`config.mk`:
```
export PLATFORM = sky130hd
export DESIGN_NAME = spi_slave_xcvr
export DESIGN_NICKNAME = d
export VERILOG_FILES = /design/src/rtl/spi_slave_xcvr.sv
export SDC_FILE = /design/constraint.sdc
export NUM_CORES = 1
export LEC_CHECK = 0
export ABC_AREA = 1
export CORE_MARGIN = 3
export CORE_UTILIZATION = 50
export DETAILED_ROUTE_END_ITERATION = 12
export HOLD_SLACK_MARGIN = 0.15
export PLACE_DENSITY = 0.82
export SKIP_LAST_GASP = 1
export SLEW_MARGIN = 40
export SYNTH_ARGS = -nofsm -noshare
export SYNTH_HDL_FRONTEND = slang
export SYNTH_SLANG_ARGS = --single-unit
```
`constraint.sdc`:
```
create_clock -name clk -period 1.55 [get_ports clk]
set_input_delay 0.31 -clock clk [delete_from_list [all_inputs] [get_ports clk]]
set_output_delay 0.31 -clock clk [all_outputs]
set_load 0.05 [all_outputs]
```
`src/rtl/spi_slave_xcvr.sv`:
```
// spi_slave_xcvr: SPI mode-0 slave with synchronised pins, tx holding register and rx strobe.
// Bit order is LSB-first unless SPI_SLAVE_MSB_FIRST_EN is defined.
module spi_slave_xcvr #(
  parameter int DATA_W      = 8,
  parameter int SYNC_STAGES = 2
) (
  input  logic              clk,
  input  logic              reset,
  input  logic              sclk,
  input  logic              cs_n,
  input  logic              mosi,
  output logic              miso,
  output logic              miso_oe,
  input  logic [DATA_W-1:0] tx_data,
  input  logic              tx_valid,
  output logic              tx_ready,
  output logic [DATA_W-1:0] rx_data,
  output logic              rx_valid,
  output logic              busy
);
  localparam int CNT_W = $clog2(DATA_W);
  typedef enum logic {IDLE, ACTIVE} state_t;
  state_t state, state_nx;
  logic [SYNC_STAGES-1:0] sclk_sync, cs_sync, mosi_sync;
  logic sclk_d, cs_d;
  logic sclk_s, cs_s, mosi_s;
  logic sclk_rise, sclk_fall, cs_rise, cs_fall;
  logic start, leave, bit_in, bit_out, load, last;
  logic [DATA_W-1:0] tx_shift, rx_shift, hold, rx_nx, tx_nx;
  logic hold_full, miso_bit;
  logic [CNT_W-1:0] cnt;
  always_ff @(posedge clk or negedge reset)
    if (!reset) begin
      sclk_sync <= '0;
      cs_sync   <= '1;
      mosi_sync <= '0;
      sclk_d    <= 1'b0;
      cs_d      <= 1'b1;
    end else begin
      sclk_sync <= {sclk_sync[SYNC_STAGES-2:0], sclk};
      cs_sync   <= {cs_sync[SYNC_STAGES-2:0], cs_n};
      mosi_sync <= {mosi_sync[SYNC_STAGES-2:0], mosi};
      sclk_d    <= sclk_sync[SYNC_STAGES-1];
      cs_d      <= cs_sync[SYNC_STAGES-1];
    end
  assign sclk_s    = sclk_sync[SYNC_STAGES-1];
  assign cs_s      = cs_sync[SYNC_STAGES-1];
  assign mosi_s    = mosi_sync[SYNC_STAGES-1];
  assign sclk_rise = sclk_s & ~sclk_d;
  assign sclk_fall = ~sclk_s & sclk_d;
  assign cs_rise   = cs_s & ~cs_d;
  assign cs_fall   = ~cs_s & cs_d;
  // Deselect outranks any sclk edge seen in the same cycle.
  assign start   = (state == IDLE) && cs_fall;
  assign leave   = (state == ACTIVE) && cs_rise;
  assign bit_in  = (state == ACTIVE) && !cs_rise && sclk_rise;
  assign bit_out = (state == ACTIVE) && !cs_rise && sclk_fall;
  assign load    = start || (bit_out && cnt == '0);
  assign last    = bit_in && cnt == CNT_W'(DATA_W-1);
`ifdef SPI_SLAVE_MSB_FIRST_EN
  assign rx_nx    = {rx_shift[DATA_W-2:0], mosi_s};
  assign tx_nx    = tx_shift << 1;
  assign miso_bit = tx_shift[DATA_W-1];
`else
  assign rx_nx    = {mosi_s, rx_shift[DATA_W-1:1]};
  assign tx_nx    = tx_shift >> 1;
  assign miso_bit = tx_shift[0];
`endif
  always_comb state_nx = start ? ACTIVE : leave ? IDLE : state;
  always_ff @(posedge clk or negedge reset)
    if (!reset) begin
      state     <= IDLE;
      cnt       <= '0;
      tx_shift  <= '0;
      rx_shift  <= '0;
      rx_data   <= '0;
      rx_valid  <= 1'b0;
      hold      <= '0;
      hold_full <= 1'b0;
    end else begin
      state    <= state_nx;
      rx_valid <= last;
      if (leave) begin
        cnt      <= '0;
        tx_shift <= '0;
      end else begin
        if (start) cnt <= '0;
        else if (bit_in) cnt <= last ? '0 : cnt + 1'b1;
        if (load) tx_shift <= hold_full ? hold : '0;
        else if (bit_out) tx_shift <= tx_nx;
      end
      if (bit_in) rx_shift <= rx_nx;
      if (last) rx_data <= rx_nx;
      // An accept can only happen while empty, so a same-cycle reload has already taken zeros.
      if (tx_valid && tx_ready) begin
        hold      <= tx_data;
        hold_full <= 1'b1;
      end else if (load) hold_full <= 1'b0;
    end
  assign tx_ready = ~hold_full;
  assign busy     = (state == ACTIVE);
  assign miso_oe  = busy;
  assign miso     = busy & miso_bit;
endmodule

```
==> impl_metrics.ini, run 1 <==
[clocking]
cts_buffers = 5
clockRootBuffer = clkbuf_8
cts_setup_buffers = 0
htree_levels = 2
worstSkewPairLatency_ns = 0.30
clockBufferDepth = 2
clkSinkCount = 45
clkSlewWorstSetupHoldPaths_ns = 0.08
cts_tree = built

[drt]
post_drt_wl_per_cell_um = 12.6
drt_iter0_markers = 67
viasPerCell = 4.83
drc = 0
drt_wl_total_um = 3390
ant_nets = 0
dr.pass1.iters = 5
vias = 1305

[placed_design]
placed_area_mm2 = 0.00237
portBuffers = 26
dp_cells = 261
hpwlAfterDp_um = 2430
gp_congestion = 0.786

[finish]
regArea_mm2 = 0.00113
multi_input_area_um2 = 673
layoutNonFillerInstCount = 270
final_nets = 240
num-fill-cells = 250
syn2layout_area_growth_pct = 29.8
diodes = 0
drive_above_1_share_pct = 26.8
fin_area_mm2 = 0.00248

[sta]
finalCritPeriodShare_pct = 94.9
hold_viol = 0
finalWorstPathRequiredPeriod_ns = 1.47
fin_worst_skew_ns = 0.00669
fmax_ghz = 0.680
rsz0062_at_grt = yes
worst_slew_pin_slew_ns = 0.440
slew_headroom_pct = 70.7
slew_violations = 0
setup_viol = 0

[global_routing]
grt_pass1_wl_um = 6150
antenna_found_initial = 0
grt_pass1_vias = 1356
grt_remaining_overflow = 0
grt_max_degree = 27
gr-usage-all-layers_pct = 18.4

[status]
status = completed

[floorplan]
die_h_um = 67.9
die-width_um = 67.9
core-area_mm2 = 0.00349
std_cell_rows = 21
dieArea_mm2 = 0.00460
ios = 27
start_util_pct = 54.7

[power]
leakagePower_nw = 1.20
power_density_mw_per_mm2 = 1250
power.total_mw = 3.10
irDropWorstVdd_uv = 871

[critical_path]
r2r-start = cs_d
worstPathArrival_ns = 1.72
worstRegToRegCells = 6
crit_slowest_cell = dfstp_2
crit_start = cs_d
cp_max_fo = 7
cp-end-kind = flop
ff2ff_setup_slack_ns = 0.08
startpoint_type = flop
crit_path_cell_trace = inv_1 > nor2_1 > nand2_2 > a21boi_4 > nand3_1 > nand2_1
r2r_end = tx_shift[1]
crit_type = flop to flop
required_ns = 1.80
worst_path_largest_cell_delay_ns = 0.52

[synth]
postSynthAreaPerCell_um2 = 10.2
syn-num-nets = 205
ys_types = 24
yosysWarnings = 0
synth_top_family_by_area = simple AND/OR/NAND/NOR gates
synth_seq_cells = 45
synthCells = 188
synth_common_cells = nand2_1, dfrtp_1, inv_1
synth-xor-area-share_pct = 0
yosysMostFrequentCell = nand2_1
synth_area_mm2 = 0.00191
synth_compound_area_share_pct = 7.52
synth_fa_ha_area_share_pct = 1.96
synth.area.mux_share_pct = 4.71
synthArstFlopShare_pct = 100
synthSimpleGateAreaFrac_pct = 20.1
synth_ff_type = dfrtp_1
synth-seq-area-share_pct = 59.1
synth_top_cell_by_area = dfrtp_1
yosysTopAreaCellShare_pct = 54.9
synth_area_leaders = dfrtp_1, nand2_1, nand3_1
synth_edf_count = 0

[min_path]
min_from = sclk_sync[0]
hold_path.class = flop to flop
hold_end = sclk_sync[1]
min_path_cells = 0

[flow_run]
cap_violations = 0
## worst max path at each step
stage | to | slack (ns) | cells after the start
floorplan | hold[0] | 0.008 | 4
detailed placement | hold[0] | 0.07 | 3
global placement | hold[5] | 0.08 | 3
finish | tx_shift[1] | 0.08 | 6
global route | tx_shift[2] | -0.03 | 6
CTS | tx_shift[1] | 0.05 | 6
## critical path: cells and delay by family, from the launching register on
kind / cells / cell delay, ns
flip-flops: 1 / 0.52
AO/OA/AOI/OAI: 1 / 0.29
AND/OR/NAND/NOR: 4 / 0.53
buffers and inverters: 1 / 0.08
## sequential cells by signal, indices dropped and copies added, names as in the netlist
register	cells
busy	1
cnt	3
cs_d	1
cs_sync	2
hold	8
hold_full	1
mosi_sync	2
rx_data	8
rx_shift	7
rx_valid	1
sclk_d	1
sclk_sync	2
tx_shift	8
## per-stage QoR
stage	utilization, %	setup TNS (ns)	setup WS, ns	hold slack (ns)
final	71.1	0	0.0788	0.350
after global routing	71.1	-0.0715	-0.0327	0.364
after CTS	70.6	0	0.0492	0.352
after detailed placement	67.8	0	0.0654	0.273
after global placement	67.8	0	0.0805	0.277
after floorplan	-	0	0.00844	0.0144
## logic make-up (layout without fill, tap and decap cells)
kind of cell    Yosys count  in the layout
simple gates             82             82
buf+inv                  30             66
mux                       8              8
compound gates           20             20
fa+ha+maj                 3              3
flops                    45             45
## routing by layer
| layer | global-route usage (%) | up-vias | share of wire [%] | routed length (um) |
|---|---|---|---|---|
| li1 | - | 665 | - | - |
| met1 | 23.6 | 611 | 45 | 1540 |
| met2 | 28.6 | 25 | 49 | 1650 |
| met3 | 6.40 | 4 | 4.2 | 144 |
| met4 | 7.69 | 0 | 1.8 | 61 |
| met5 | 0 | - | 0 | 0 |
## final cells by class
| cell class | instances | area share, % |
|---|---|---|
| flip-flops and latches | 45 | 45.5 |
| multi-input cells | 113 | 27.1 |
| repair buffers | 32 | 17.4 |
| inverters | 26 | 4.13 |
| clock buffers | 5 | 2.77 |
| well taps | 46 | 2.32 |
| clock inverters | 3 | 0.705 |
## cells in the final DEF (no fill, tap or decap)
master,netlist,routed
nor2_4,1,1
inv_2,1,1
nand2_4,2,1
nand3_2,1,1
ha_1,3,3
a21oi_4,1,1
nand2_8,0,1
buf_12,0,13
clkinvlp_4,0,2
nand3_1,20,20
clkinv_2,1,3
clkbuf_8,0,5
nor2_1,3,3
inv_1,24,23
a21boi_4,0,1
nand2_1,50,50
nand3_4,1,1
dlygate4sd3_1,0,1
clkdlybuf4s50_1,0,12
buf_2,1,1
o21ai_0,11,11
dfstp_2,3,3
dfrtp_1,42,41
dfrtp_2,0,1
mux2_2,8,8
nand2_2,3,3
or2_2,1,1
o21ai_2,7,7
buf_4,1,5
## where the power goes
| part | switching [mW] | internal [mW] | total, mW |
|---|---|---|---|
| registers | 0.145 | 1.42 | 1.56 |
| clock network | 0.405 | 0.311 | 0.716 |
| logic | 0.447 | 0.376 | 0.823 |
## repair_timing
action                                  4_1_cts  5_1_grt
hold endpoints to repair                     17        0
hold buffers                                  1        0
gates resized for setup                       0        2
endpoints found under the setup margin        0        8
Power figures use the tool's default switching activity.
==> run 2: changes to the inputs <==
- clock period: 1.55 -> 1.8 ns (I/O delays scaled with it)
==> impl_metrics.ini, run 2 (synthesized netlist as in run 1, its figures left out) <==
[status]
status = completed

[critical_path]
crit_type = flop to flop
startpoint_type = flop
r2r-start = cs_d
worstPathArrival_ns = 1.79
crit_start = cs_d
cp_max_fo = 10
required_ns = 2.03
cp-end-kind = flop

[sta]
slew_violations = 0
final.setup.tns_ns = 0
fin_worst_skew_ns = 0.00510
rsz0062_at_grt = no
fmax_ghz = 0.643
setup_viol = 0
hold_viol = 0
finalWorstPathRequiredPeriod_ns = 1.55
worst_slew_pin_slew_ns = 0.534
finalCritPeriodShare_pct = 86.4
slew_headroom_pct = 64.4
setup_ws_ns = 0.245

[floorplan]
dieArea_mm2 = 0.00460
std_cell_rows = 21
start_util_pct = 54.7
die_h_um = 67.9
core-area_mm2 = 0.00349
die-width_um = 67.9
ios = 27

[power]
leakagePower_nw = 1.17
power_density_mw_per_mm2 = 1190
irDropWorstVdd_uv = 829
power.total_mw = 2.76

[drt]
ant_nets = 0
vias = 1297
drc = 0
dr.pass1.iters = 4
viasPerCell = 4.88
drt_iter0_markers = 68
drt_wl_total_um = 3130
post_drt_wl_per_cell_um = 11.8

[global_routing]
grt_remaining_overflow = 0
grt_max_degree = 46
gr-usage-all-layers_pct = 16.8
grt_pass1_vias = 1295
grt_pass1_wl_um = 5690
antenna_found_initial = 0

[clocking]
ctsHoldBuffers = 1
cts_setup_buffers = 0
clkSinkCount = 45
cts_resized = 0
cts_buffers = 5
clockRootBuffer = clkbuf_8
cts_tree = built
clkSlewWorstSetupHoldPaths_ns = 0.08
worstSkewPairLatency_ns = 0.29
htree_levels = 2
clockBufferDepth = 2

[finish]
layout_commonest_cell = nand2_1
regArea_mm2 = 0.00113
final_nets = 236
mostFrequentLayoutCells = nand2_1, dfrtp_1, inv_1
drive_above_1_share_pct = 24.1
top_regs = hold: 8 flops, rx_data: 8 flops, tx_shift: 8 flops
fin_area_mm2 = 0.00232
num-fill-cells = 276
diodes = 0
multi_input_area_um2 = 657
syn2layout_area_growth_pct = 21.5
layoutNonFillerInstCount = 266

[placed_design]
placed_area_mm2 = 0.00220
gp_congestion = 0.735
post-place-ws_ns = 0.262
portBuffers = 26
dp_cells = 257
hpwlAfterDp_um = 2130

[min_path]
min_from = cs_sync[0]
hold_path.class = flop to flop

[flow_run]
cap_violations = 0
==> run 2: cell count changes in the layout (fill, tap and decap cells not counted), moves of 2 or more <==
cell / change
buf_12: -11
clkinvlp_4: -2
buf_4: +7
clkinv_2: -2
==> run 2: metrics by stage <==
step,hold slack [ns],util [%]
after detailed placement,0.345,62.9
after CTS,0.358,66.5
after global routing,0.360,66.5
after global placement,0.332,62.9
after floorplan,0.0644,-
final,0.359,66.5
==> run 2: critical path, stage by stage (launching register included) <==
cell      delay [ns]
dfstp_2         0.52
inv_1           0.08
nor2_1          0.15
nand2_2         0.18
a21boi_2        0.35
nand3_1         0.13
nand2_1         0.08
==> run 2: area by class of cell <==
class | instances | area share, %
Clock buffer | 7 | 3.71
Clock inverter | 1 | 1.29
Inverter | 26 | 4.25
Multi-Input combinational cell | 113 | 28.3
Sequential cell | 45 | 48.6
Tap cell | 46 | 2.48
Timing Repair Buffer | 28 | 11.4
==> run 2: path summary, 6_finish.rpt <==
| kind | to | slack [ns] | cells past startpoint |
|---|---|---|---|
| max | tx_shift[6] | 0.25 | 6 |
| min | cs_sync[1] | 0.36 | 0 |
| max reg2reg | tx_shift[6] | 0.25 | 6 |
| min reg2reg | cs_sync[1] | 0.36 | 0 |
| max in group asynchronous | cs_sync[0] | 0.76 | 3 |
| min in group asynchronous | rx_shift[5] | 0.68 | 3 |
==> run 2: per-layer routing <==
metal	vias to the layer above	wire, um	GRT usage, %
met5	-	0	0
met4	0	89	8.19
met3	10	124	3.94
met2	35	1470	26.4
met1	599	1440	21.9
li1	653	-	-
==> run 2: report_power, final <==
part	switching [mW]	internal, mW
Sequential	0.134	1.22
Combinational	0.346	0.285
Clock	0.321	0.452
Total	0.801	1.96
==> run 3: changes to the inputs <==
- DONT_BUFFER_PORTS: default -> 1
- PLACE_DENSITY: 0.82 -> 0.71
==> impl_metrics.ini, run 3 (synthesized netlist as in run 1, its figures left out) <==
[critical_path]
cp-end-kind = flop
cpLargestDelayFamily = simple AND/OR/NAND/NOR gates
cp_max_fo = 10
required_ns = 2.03
worstPathArrival_ns = 1.82
crit_slowest_cell = dfstp_2
crit_type = flop to flop
startpoint_type = flop
crit_path_cell_trace = inv_1 > nor2_1 > nand2_2 > a21boi_2 > nand3_1 > nand2_1
worst_path_largest_cell_delay_ns = 0.52
worstPathBufferInverterCount = 1

[sta]
hold_viol = 0
finalWorstPathRequiredPeriod_ns = 1.59
rsz0062_at_grt = no
finalCritPeriodShare_pct = 88.5
fin_worst_skew_ns = 0.00240
worst_slew_pin_slew_ns = 0.503
setup_viol = 0
slew_violations = 0
final.setup.tns_ns = 0
slew_headroom_pct = 66.4
setup_ws_ns = 0.207
fmax_ghz = 0.628

[finish]
fin_area_mm2 = 0.00215
layoutNonFillerInstCount = 246
drive_above_1_share_pct = 21.0
top_regs = hold: 8 flops, rx_data: 8 flops, tx_shift: 8 flops
layout_commonest_cell = nand2_1
final_nets = 216
num-fill-cells = 280
mostFrequentLayoutCells = nand2_1, dfrtp_1, inv_1
syn2layout_area_growth_pct = 12.6
diodes = 0

[placed_design]
post-place-ws_ns = 0.248
gp_congestion = 0.732
portBuffers = 0
hpwlAfterDp_um = 2290
placed_area_mm2 = 0.00198
dp_cells = 233

[floorplan]
std_cell_rows = 21
start_util_pct = 54.7
dieArea_mm2 = 0.00460
core-area_mm2 = 0.00349
ios = 27
die_h_um = 67.9
die-width_um = 67.9

[clocking]
clockBufferDepth = 2
clkSinkCount = 45
worstSkewPairLatency_ns = 0.29
cts_resized = 0
clkSlewWorstSetupHoldPaths_ns = 0.08
cts_buffers = 5
htree_levels = 2
cts_tree = built
clockRootBuffer = clkbuf_8

[global_routing]
grt_max_degree = 46
grt_remaining_overflow = 0
antenna_found_initial = 0
grt_pass1_wl_um = 5690
gr-usage-all-layers_pct = 17.1
grt_pass1_vias = 1240

[power]
power.total_mw = 2.70
leakagePower_nw = 1.08
irDropWorstVdd_uv = 726
power_density_mw_per_mm2 = 1250

[status]
status = completed

[drt]
drt_iter0_markers = 46
viasPerCell = 5.00
drc = 0
vias = 1230
dr.pass1.iters = 4
post_drt_wl_per_cell_um = 12.9
drt_wl_total_um = 3170
ant_nets = 0

[flow_run]
cap_violations = 0

[min_path]
hold_path.class = input port to flop
-- run 3: cell type report --
type / instances / area (um2) / area share, %
Clock buffer: 7 / 86.3 / 4.01
Sequential cell: 45 / 1130 / 52.4
Timing Repair Buffer: 8 / 95.1 / 4.41
Clock inverter: 1 / 30.0 / 1.39
Inverter: 26 / 98.8 / 4.59
Tap cell: 46 / 57.6 / 2.67
Multi-Input combinational cell: 113 / 657 / 30.5
-- run 3: metal layers --
layer | share of wire [%] | track usage [%]
met4 | 1.4 | 7.20
met5 | 0 | 0
met3 | 4.4 | 7.06
met2 | 50 | 26.1
met1 | 45 | 21.5
-- run 3: metrics by stage --
| step | util, % | hold WS [ns] |
|---|---|---|
| 2_1_floorplan | - | 0.0644 |
| 5_1_grt | 61.7 | 0.191 |
| 6_report | 61.7 | 0.217 |
| 4_1_cts | 61.7 | 0.202 |
| 3_5_place_dp | 56.6 | 0.0661 |
| 3_3_place_gp | 56.6 | 0.0659 |
-- run 3: path summary, 6_finish.rpt --
kind	start	endpoint	slack, ns	cells after the start
min in group asynchronous	reset	cnt[1]	0.54	2
max in group asynchronous	reset	cs_d	1.00	2
min	tx_data[7]	hold[7]	0.22	1
max reg2reg	cs_d	tx_shift[4]	0.21	6
min reg2reg	sclk_sync[0]	sclk_sync[1]	0.35	0
max	cs_d	tx_shift[4]	0.21	6
-- run 3: where the power goes --
group	total [mW]	switching [mW]	internal, mW
Sequential	1.35	0.133	1.22
Combinational	0.578	0.340	0.238
Clock	0.768	0.315	0.452
Total	2.70	0.788	1.91
-- run 3: worst reg2reg max path, cell delays in order (launching register included) --
cell      delay, ns
dfstp_2        0.52
inv_1          0.08
nor2_1         0.16
nand2_2        0.19
a21boi_2       0.36
nand3_1        0.14
nand2_1        0.08
-- run 3: timing repair --
item                       4_1_cts  5_1_grt
hold endpoints to repair        48        0
hold buffers                     5        0
setup endpoints to repair        0        0
setup buffers                    0        0
==> patch: new RTL, config.mk and constraints of run 1 <==
Reset style: synchronous (`reset`), changed in 2 clocked blocks.
--- a/src/rtl/spi_slave_xcvr.sv
+++ b/src/rtl/spi_slave_xcvr.sv
@@ -31,3 +31,3 @@
   logic [CNT_W-1:0] cnt;
-  always_ff @(posedge clk or negedge reset)
+  always_ff @(posedge clk)
     if (!reset) begin
@@ -69,3 +69,3 @@
   always_comb state_nx = start ? ACTIVE : leave ? IDLE : state;
-  always_ff @(posedge clk or negedge reset)
+  always_ff @(posedge clk)
     if (!reset) begin
Behaviour: differs if reset is asserted again (counterexample within 4 cycles, from zero or initial values and one cycle with reset low); with reset held inactive, the same outputs for 10 cycles.
==> patch against run 1 <==
Setup slack worse by 17 ps; critical path depth down 2; synthesized area down 4.4%; first-iteration DRC count up 28%; final area down 7.7%; synthesized cell count up 24%; core utilization down 3.9 points; count of clock-buffer cells in the layout up 1; global-route usage down 1.2 points; sequential cell count unchanged; wire length down 1.2%; largest cell class unchanged.
Power is not compared: it rests on default switching activity, and its combinational part moved more than twofold at a synthesized area within 25%.
==> patch: results (changes against run 1) <==
Status:
- The run finished with clean final reports.

Logic synthesis:
- Sorting the synthesized cells by area gives the leading types as dfxtp_1 49%, nor2_1 9.2%, nand2_1 7.6%.
- The fraction of registers with async set or reset after synthesis was 0 (-1.00).
- The area fraction in compound gates after synthesis is 0.133 (+0.0576).
- The post-synthesis mux area share came to 0 (-0.0471).
- The proportion of synthesized chip area in sequential cells is 0.493 (-0.0978).

STA:
- The measured slew at the worst slew-check pin is 275 ps (-165 ps).
- The final worst clock skew came to 8.59 ps (+1.90 ps).

Place:
- The final RePlAce weighted congestion was 0.804 (+2.3%).
- The placement-stage worst setup slack is 110 ps (+44.1 ps).
- The placed standard-cell area is 2190 µm² (-7.5%).
- The detailed-placement wirelength estimate was 2480 µm (+2.5%).

Cells and area:
- The total number of nets in the final design is 280 (+17%).
- The share of cells above drive strength 1 is 0.159 (-0.109).

CTS:
- The number of buffers inserted for hold repair after clock tree synthesis is 0 (-1).
- The clock slew seen by the registers of the worst setup and hold paths is 130 ps (+50 ps).
- The clock latency on the worst-skew pair came to 350 ps (+50 ps).

Route:
- The routed wire length was 3350 µm (-1.2%).
- The routed wire length on met3 is 140 µm (-2.8%).
- The number of vias per cell after detailed routing was 4.87 (+0.85%).
- The first-pass iteration count of the detailed router was 4 (-1).
- The met1 wire length is 1550 µm (+0.78%).

Critical path:
- The number of cells on the worst reg-to-reg path is 7 (+1).

GRT:
- The aggregate global-route resource usage was 0.172 (-0.0121).
- The global-route wire length before repair is 5930 µm (-3.6%).
-- patch: changes by cell type after synthesis, moves of 6 or more --
cell and delta:
o21ai_1 +6, dfrtp_1 -42, o21ai_0 +16, nand3_1 -13, o21ai_2 -7, mux2_2 -8
nand2_1 -13, dfxtp_1 +45, nor2_1 +42, nand3b_1 +7, a21oi_1 +12
-- patch: metrics by stage --
stage,total power [µW],instances
floorplan,1390,233
global placement,1470,301
detailed placement,1480,301
CTS,2220,309
global route,2300,310
finish,2200,310
-- patch: layout make-up --
type	instances	area [µm²]
clock inverter	2	37.5
multi-input combinational	156	779
tap	46	57.6
inverter	22	82.6
timing repair buffer	33	380
fill	283	1120
sequential	45	905
clock buffer	6	51.3
-- patch: logic make-up after synthesis --
logic type,count (synthesis)
AOI/OAI and AO/OA,47
DFF,45
buffers and inverters,32
adders and majority gates,3
and+or+nand+nor,106
-- patch: final timing paths --
path,start,slack [ps],to
worst min-delay path,cs_sync[0],430,cs_sync[1]
worst max-delay path,busy,60,miso
worst max register to register,cs_d,190,rx_data[4]
worst min register to register,cs_sync[0],430,cs_sync[1]
-- patch: report_power, final --
group	switching, µW	leakage, µW	internal (µW)	total (µW)
logic	120	0.000663	105	225
registers	25.3	0.000368	1200	1220
clock network	369	0.0000445	383	752
-- patch: what timing repair did --
item	4_1_cts	5_1_grt
pin swaps	0	1
gates resized for setup	1	1
endpoints found under the hold margin	0	0
endpoints found under the setup margin	1	2
buffers inserted	0	1
-- patch: worst max-delay path, stage by stage, from the launching register on --
cell,delay [ps]
dfxtp_4,400
buf_4,150
nand2_1,50
inv_1,90
buf_12,140
-- patch: metal layers --
layer	vias to the layer above	global-route usage
li1	803	-
met1	678	0.211
met2	25	0.291
met3	5	0.0506
met4	0	0.0508
met5	-	0
